[src/rtl/vga_draw_scheduler_if.sv]
// vga_draw_scheduler_if: per-engine request/pixel bus plus the shared framebuffer write port.
interface vga_draw_scheduler_if #(parameter int NUM_REQ = 3);
  logic [NUM_REQ-1:0]   iReq;
  logic [NUM_REQ-1:0]   iDone;
  logic [NUM_REQ-1:0]   iPlot;
  logic [NUM_REQ*9-1:0] iX;
  logic [NUM_REQ*8-1:0] iY;
  logic [NUM_REQ*3-1:0] iColor;
  logic [NUM_REQ-1:0]   oGrant;
  logic [8:0]           x;
  logic [7:0]           y;
  logic [2:0]           color;
  logic                 writeEn;

  modport slave  (input  iReq, iDone, iPlot, iX, iY, iColor,
                  output oGrant, x, y, color, writeEn);
  modport master (output iReq, iDone, iPlot, iX, iY, iColor,
                  input  oGrant, x, y, color, writeEn);
endinterface

[src/rtl/vga_draw_scheduler.sv]
// vga_draw_scheduler: per frame, grants the framebuffer write port to each latched requester in
// ascending index order. Optional raster clear pass before the grants: DRAW_SCHED_CLEAR_EN.
module vga_draw_scheduler #(
  parameter int         NUM_REQ     = 3,
  parameter int         TIMEOUT     = 131071,
  parameter int         XMAX        = 319,
  parameter int         YMAX        = 239,
  parameter logic [2:0] CLEAR_COLOR = 3'b000
) (
  input  logic                clk,
  input  logic                iReset,
  input  logic                V_SYNC,
  input  logic                iClearErr,
  vga_draw_scheduler_if.slave bus,
  output logic                oBusy,
  output logic                oFrameDone,
  output logic                oTimeoutErr,
  output logic                oOverrun
);
  localparam int TW = $clog2(TIMEOUT + 1);
  localparam int IW = (NUM_REQ > 1) ? $clog2(NUM_REQ) : 1;

  localparam logic [2:0] IDLE   = 3'd0;
`ifdef DRAW_SCHED_CLEAR_EN
  localparam logic [2:0] CLEAR  = 3'd1;
`endif
  localparam logic [2:0] SELECT = 3'd2;
  localparam logic [2:0] GRANT  = 3'd3;
  localparam logic [2:0] DONE   = 3'd4;

  if (XMAX > 511 || YMAX > 255 || NUM_REQ < 1 || TIMEOUT < 1 || $bits(CLEAR_COLOR) != 3) begin : g_bad_cfg
    $error("vga_draw_scheduler: parameter out of range");
  end

  logic [NUM_REQ-1:0][8:0] sx;
  logic [NUM_REQ-1:0][7:0] sy;
  logic [NUM_REQ-1:0][2:0] sc;

  for (genvar g = 0; g < NUM_REQ; g++) begin : g_slice
    assign sx[g] = bus.iX[9*g +: 9];
    assign sy[g] = bus.iY[8*g +: 8];
    assign sc[g] = bus.iColor[3*g +: 3];
  end

  // Synchroniser idles high so reset release never looks like a falling edge.
  logic [2:0] vs;
  logic       frame_start;

  always_ff @(posedge clk or negedge iReset) begin
    if (!iReset) begin
      vs          <= 3'b111;
      frame_start <= 1'b0;
    end else begin
      vs          <= {vs[1:0], V_SYNC};
      frame_start <= vs[2] & ~vs[1];
    end
  end

  logic [2:0]         state;
  logic [NUM_REQ-1:0] pend;
  logic [TW-1:0]      timer;
  logic [IW-1:0]      cur, sel_idx;
`ifdef DRAW_SCHED_CLEAR_EN
  logic [8:0]         cx;
  logic [7:0]         cy;
`endif

  always_comb begin
    sel_idx = '0;
    for (int i = NUM_REQ - 1; i >= 0; i--)
      if (pend[i]) sel_idx = IW'(i);
  end

  always_ff @(posedge clk or negedge iReset) begin
    if (!iReset) begin
      state       <= IDLE;
      pend        <= '0;
      timer       <= '0;
      cur         <= '0;
      bus.oGrant  <= '0;
      bus.x       <= '0;
      bus.y       <= '0;
      bus.color   <= '0;
      bus.writeEn <= 1'b0;
      oBusy       <= 1'b0;
      oFrameDone  <= 1'b0;
      oTimeoutErr <= 1'b0;
      oOverrun    <= 1'b0;
`ifdef DRAW_SCHED_CLEAR_EN
      cx          <= '0;
      cy          <= '0;
`endif
    end else begin
      oFrameDone  <= 1'b0;
      bus.writeEn <= 1'b0;
      // Set events are written after the clear so they take priority.
      if (iClearErr) begin
        oTimeoutErr <= 1'b0;
        oOverrun    <= 1'b0;
      end
      if (frame_start && oBusy) oOverrun <= 1'b1;

      case (state)
        IDLE: if (frame_start) begin
          pend  <= bus.iReq;
          oBusy <= 1'b1;
`ifdef DRAW_SCHED_CLEAR_EN
          cx    <= '0;
          cy    <= '0;
          state <= CLEAR;
`else
          state <= SELECT;
`endif
        end
`ifdef DRAW_SCHED_CLEAR_EN
        CLEAR: begin
          bus.writeEn <= 1'b1;
          bus.x       <= cx;
          bus.y       <= cy;
          bus.color   <= CLEAR_COLOR;
          if (cx == 9'(XMAX)) begin
            cx <= '0;
            if (cy == 8'(YMAX)) state <= SELECT;
            else                cy    <= cy + 8'd1;
          end else begin
            cx <= cx + 9'd1;
          end
        end
`endif
        SELECT: if (pend == '0) begin
          oFrameDone <= 1'b1;
          state      <= DONE;
        end else begin
          cur        <= sel_idx;
          bus.oGrant <= NUM_REQ'(1) << sel_idx;
          timer      <= '0;
          state      <= GRANT;
        end
        GRANT: begin
          bus.x       <= sx[cur];
          bus.y       <= sy[cur];
          bus.color   <= sc[cur];
          bus.writeEn <= bus.iPlot[cur];
          if (bus.iDone[cur]) begin
            pend[cur]  <= 1'b0;
            bus.oGrant <= '0;
            state      <= SELECT;
          end else if (timer == TW'(TIMEOUT - 1)) begin
            pend[cur]   <= 1'b0;
            bus.oGrant  <= '0;
            oTimeoutErr <= 1'b1;
            state       <= SELECT;
          end else begin
            timer <= timer + 1'b1;
          end
        end
        DONE: begin
          oBusy <= 1'b0;
          state <= IDLE;
        end
        default: state <= IDLE;
      endcase
    end
  end
endmodule

[src/flat_wrapper.sv]
// flat-port wrapper written by rule: the top's interface ports become plain ports
module vga_draw_scheduler_flat 
#(
  parameter int         NUM_REQ     = 3,
  parameter int         TIMEOUT     = 131071,
  parameter int         XMAX        = 319,
  parameter int         YMAX        = 239,
  parameter logic [2:0] CLEAR_COLOR = 3'b000
)
  (clk, iReset, V_SYNC, iClearErr, oBusy, oFrameDone, oTimeoutErr, oOverrun, bus_iReq, bus_iDone, bus_iPlot, bus_iX, bus_iY, bus_iColor, bus_oGrant, bus_x, bus_y, bus_color, bus_writeEn);
  vga_draw_scheduler_if #(.NUM_REQ(NUM_REQ)) bus_i ();
  input  logic clk;
  input  logic iReset;
  input  logic V_SYNC;
  input  logic iClearErr;
  output logic oBusy;
  output logic oFrameDone;
  output logic oTimeoutErr;
  output logic oOverrun;
  input wire logic [$bits(bus_i.iReq)-1:0] bus_iReq;
  input wire logic [$bits(bus_i.iDone)-1:0] bus_iDone;
  input wire logic [$bits(bus_i.iPlot)-1:0] bus_iPlot;
  input wire logic [$bits(bus_i.iX)-1:0] bus_iX;
  input wire logic [$bits(bus_i.iY)-1:0] bus_iY;
  input wire logic [$bits(bus_i.iColor)-1:0] bus_iColor;
  output wire logic [$bits(bus_i.oGrant)-1:0] bus_oGrant;
  output wire logic [$bits(bus_i.x)-1:0] bus_x;
  output wire logic [$bits(bus_i.y)-1:0] bus_y;
  output wire logic [$bits(bus_i.color)-1:0] bus_color;
  output wire logic [$bits(bus_i.writeEn)-1:0] bus_writeEn;
  assign bus_i.iReq = bus_iReq;
  assign bus_i.iDone = bus_iDone;
  assign bus_i.iPlot = bus_iPlot;
  assign bus_i.iX = bus_iX;
  assign bus_i.iY = bus_iY;
  assign bus_i.iColor = bus_iColor;
  assign bus_oGrant = bus_i.oGrant;
  assign bus_x = bus_i.x;
  assign bus_y = bus_i.y;
  assign bus_color = bus_i.color;
  assign bus_writeEn = bus_i.writeEn;
  vga_draw_scheduler #(.NUM_REQ(NUM_REQ), .TIMEOUT(TIMEOUT), .XMAX(XMAX), .YMAX(YMAX), .CLEAR_COLOR(CLEAR_COLOR)) u_core (.clk(clk), .iReset(iReset), .V_SYNC(V_SYNC), .iClearErr(iClearErr), .bus(bus_i), .oBusy(oBusy), .oFrameDone(oFrameDone), .oTimeoutErr(oTimeoutErr), .oOverrun(oOverrun));
endmodule
[config.mk]
export PLATFORM = sky130hd
export DESIGN_NAME = vga_draw_scheduler_flat
export DESIGN_NICKNAME = d
export VERILOG_FILES = /design/src/rtl/vga_draw_scheduler_if.sv /design/src/rtl/vga_draw_scheduler.sv /design/src/flat_wrapper.sv
export SDC_FILE = /design/constraint.sdc
export NUM_CORES = 1
export LEC_CHECK = 0
export ABC_AREA = 1
export BUFFER_PORTS_ARGS = -buffer_cell sky130_fd_sc_hd__buf_2
export CAP_MARGIN = 10
export CELL_PAD_IN_SITES_DETAIL_PLACEMENT = 1
export CELL_PAD_IN_SITES_GLOBAL_PLACEMENT = 1
export CORE_UTILIZATION = 39
export DETAILED_ROUTE_END_ITERATION = 10
export PLACE_DENSITY_LB_ADDON = 0.08
export SETUP_SLACK_MARGIN = 0.1
export SLEW_MARGIN = 0
export SYNTH_ARGS = -nofsm -noshare
export SYNTH_HDL_FRONTEND = slang
export SYNTH_SLANG_ARGS = --single-unit
[constraint.sdc]
create_clock -name clk -period 2.23 [get_ports clk]
set_input_delay 0.3345 -clock clk [delete_from_list [all_inputs] [get_ports clk]]
set_output_delay 0.3345 -clock clk [all_outputs]
set_load 0.02 [all_outputs]
==> results.ini <==
[outcome]
status = completed

[worst_setup_path]
ff2ff_setup_slack_ns = 0.51
end_kind = flop
crit_path_max_fanout = 21
cp-start-kind = flop
required_ns = 2.45
crit_arrival_ns = 1.94
critPathKind = reg2reg
rr_startpoint = u_core.timer[0]$_DFFE_PN0P_
ff2ff_path_depth = 9
reg2reg_to = u_core.timer[11]$_DFFE_PN0P_

[drt]
final_antenna_net_count = 0
drt_iter0_drc = 116
vias_per_cell = 5.168
drtPass1Iterations = 4
routed_wl_um = 9440
routedWlPerCell_um = 15.42
drc = 0
num_vias = 3163

[finish]
register_area_mm2 = 0.001430
final_net_count = 580
final_area_mm2 = 0.003968
syn_to_final_growth_pct = 26.33
diodes = 0
drive_above_1_share = 0.2922
multiInputGateArea_mm2 = 0.001490
fillers = 1013

[yosys]
syn_area_per_cell_um2 = 7.735
synth_seq_cells = 57
synth-seq-area-share = 0.4554
yosys_warnings = 0
yosysUniqueCellTypes = 29
synth_cells = 406
syn_area_mm2 = 0.003141
synth_nets = 481

[sta]
fin_crit_sh = 0.7733
min_period_ns = 1.724
final_hold_viol_count = 0
tightest_slew_ns = 0.5052
slew_viol_final = 0
relSlewSlack = 0.6632
fin_skew_ns = 0.007025
fin_tns_setup_ns = 0
max_freq_mhz = 579.9
rsz0062_at_grt = false
setup_violations = 0

[power]
power.density_mw_per_mm2 = 1168
pwr-share-comb = 0.424
swShare = 0.4294
p_seq_frac = 0.336
max-vdd-ir-drop_mv = 0.4847
finalPower_w = 0.004634
p_leak_nw = 1.838
p_clk_frac = 0.240
power_switching_w = 0.001990
power.internal_w = 0.002644

[flow_run]
maxCapViolCount = 0

[cts]
cts_buffers = 9
cts_max_path_buffers = 2
clk_pin_slew_worst_paths_ns = 0.07
cts.sinks = 57
cts_resized = 0
h-tree-depth = 3
cts_root_buf = clkbuf_8
clk_latency_ns = 0.33
cts_tree = yes

[placement]
routabilityCongestion = 0.7852
hpwl_um = 6968
portBuffers = 100
placed_area_mm2 = 0.003729

[die]
die_x_um = 91.74
die_y_um = 91.74
dieArea_mm2 = 0.008415
core_mm2 = 0.007767
start_util = 0.4043
io-pin-count = 101
rows = 32

[hold_path]
worstHoldStart = V_SYNC
whs_endpoint = u_core.vs[0]$_DFF_PN1_
whs_path_depth = 1
hp-class = in2reg

[global_route]
grt_pass1_wl_um = 16020
grt_overflow = 0
grt_pass1_vias = 3305
grt_max_degree = 48
antenna_found_initial = 0
grtUsageTotal = 0.2447

[through the flow]
step	setup slack, ns	instances	util	hold slack (ns)
3_3_place_gp	0.5817	595	0.4800	0.3349
4_1_cts	0.4703	612	0.5108	0.07242
6_report	0.5056	612	0.5108	0.09350
2_1_floorplan	0.8020	406	-	0.03891
5_1_grt	0.3183	612	0.5108	0.06799
3_5_place_dp	0.4735	595	0.4800	0.3318
[layer usage]
| metal | share of wire | track usage |
|---|---|---|
| met1 | 0.43 | 0.2981 |
| met2 | 0.49 | 0.4085 |
| met3 | 0.058 | 0.06882 |
| met4 | 0.017 | 0.09766 |
| met5 | 0 | 0 |
[logic make-up after synthesis]
group	share of synthesized area
buffers and inverters	0.07012
AOI/OAI and AO/OA	0.1040
DFF	0.4554
xor gates and xnor gates	0.01673
adders and majority gates	0.007967
and+or+nand+nor	0.3458
[sequential cells by signal (all words and copies together), names as in the netlist]
name                flops
u_core.timer           17
u_core.bus.x            9
u_core.bus.y            8
u_core.bus.color        3
u_core.bus.oGrant       3
u_core.pend             3
u_core.state            3
u_core.vs               3
u_core.cur              2
u_core.bus.writeEn      1
u_core.frame_start      1
u_core.oBusy            1
u_core.oFrameDone       1
u_core.oOverrun         1
u_core.oTimeoutErr      1
[power by group through the flow]
stage                     Combinational (W)  Clock, W  Sequential (W)
after floorplan                     0.00116         0         0.00177
after global placement              0.00194         0         0.00156
after detailed placement            0.00200         0         0.00157
after CTS                           0.00200   0.00114         0.00156
after global routing                0.00220   0.00118         0.00160
final                               0.00197   0.00111         0.00156
[cells in the final DEF (no fill, tap or decap), types with 2 or more instances in the layout]
master	count
nand3_1	67
buf_4	9
nand2_4	2
clkbuf_8	11
inv_1	25
nand4_1	5
xor2_1	6
nor2_4	3
o22ai_1	2
nor3_1	6
clkinv_2	2
ha_1	2
bufinv_16	2
o21ai_2	5
o21bai_1	2
o21ai_0	16
buf_2	100
dfstp_2	3
dfrtp_1	54
nor2_1	59
nand2_1	93
inv_2	4
nand2_2	5
a41oi_1	20
[cells in the mapped netlist, drive strengths merged]
library cell	instances	area (um^2)
nor2	63	261.5
nand3	68	345.3
nand2	100	402.9
clkbuf	11	41.29
o21ai	21	123.9
dfstp	3	78.83
nor3	6	30.03
nand3b	1	7.510
nand4	5	31.28
inv	29	108.9
clkinv	1	3.750
ha	2	25.02
nor3b	1	7.510
o21bai	2	15.01
dfrtp	54	1351
a41oi	20	175.2
buf	11	66.31
o22ai	2	12.51
xor2	6	52.55
[worst max-delay path, cell delays in order, from the launching register on]
cell     delay (ns)
dfrtp_1        0.42
inv_1          0.09
ha_1           0.14
nand4_1        0.09
nor2_1         0.17
nand2_2        0.08
nand2_4        0.18
nand2_4        0.21
nand2_1        0.15
o21ai_2        0.06
[worst max path at each step]
| stage | from | to | slack, ns | depth (start not counted) |
|---|---|---|---|---|
| after floorplan | u_core.timer[0]$_DFFE_PN0P_ | u_core.timer[6]$_DFFE_PN0P_ | 0.80 | 10 |
| after global placement | u_core.state[2]$_DFFE_PN0P_ | u_core.pend[0]$_DFFE_PN0P_ | 0.58 | 7 |
| after detailed placement | u_core.state[2]$_DFFE_PN0P_ | u_core.pend[0]$_DFFE_PN0P_ | 0.47 | 7 |
| after CTS | u_core.state[2]$_DFFE_PN0P_ | u_core.pend[0]$_DFFE_PN0P_ | 0.47 | 7 |
| after global routing | u_core.state[2]$_DFFE_PN0P_ | u_core.pend[0]$_DFFE_PN0P_ | 0.32 | 9 |
| final | u_core.timer[0]$_DFFE_PN0P_ | u_core.timer[11]$_DFFE_PN0P_ | 0.51 | 9 |
[cell type report]
type,count,area share
Tap cell,102,0.03217
Clock buffer,11,0.03816
Multi-Input combinational cell,297,0.3756
Clock inverter,5,0.01955
Timing Repair Buffer,110,0.1457
Sequential cell,57,0.3605
Inverter,30,0.02838
[what timing repair did]
item,in CTS,in global routing
hold buffers,1,0
setup buffers,0,0
hold endpoints to repair,19,0
endpoints found under the setup margin,0,0
No activity file was read; power rests on OpenSTA's default activity.
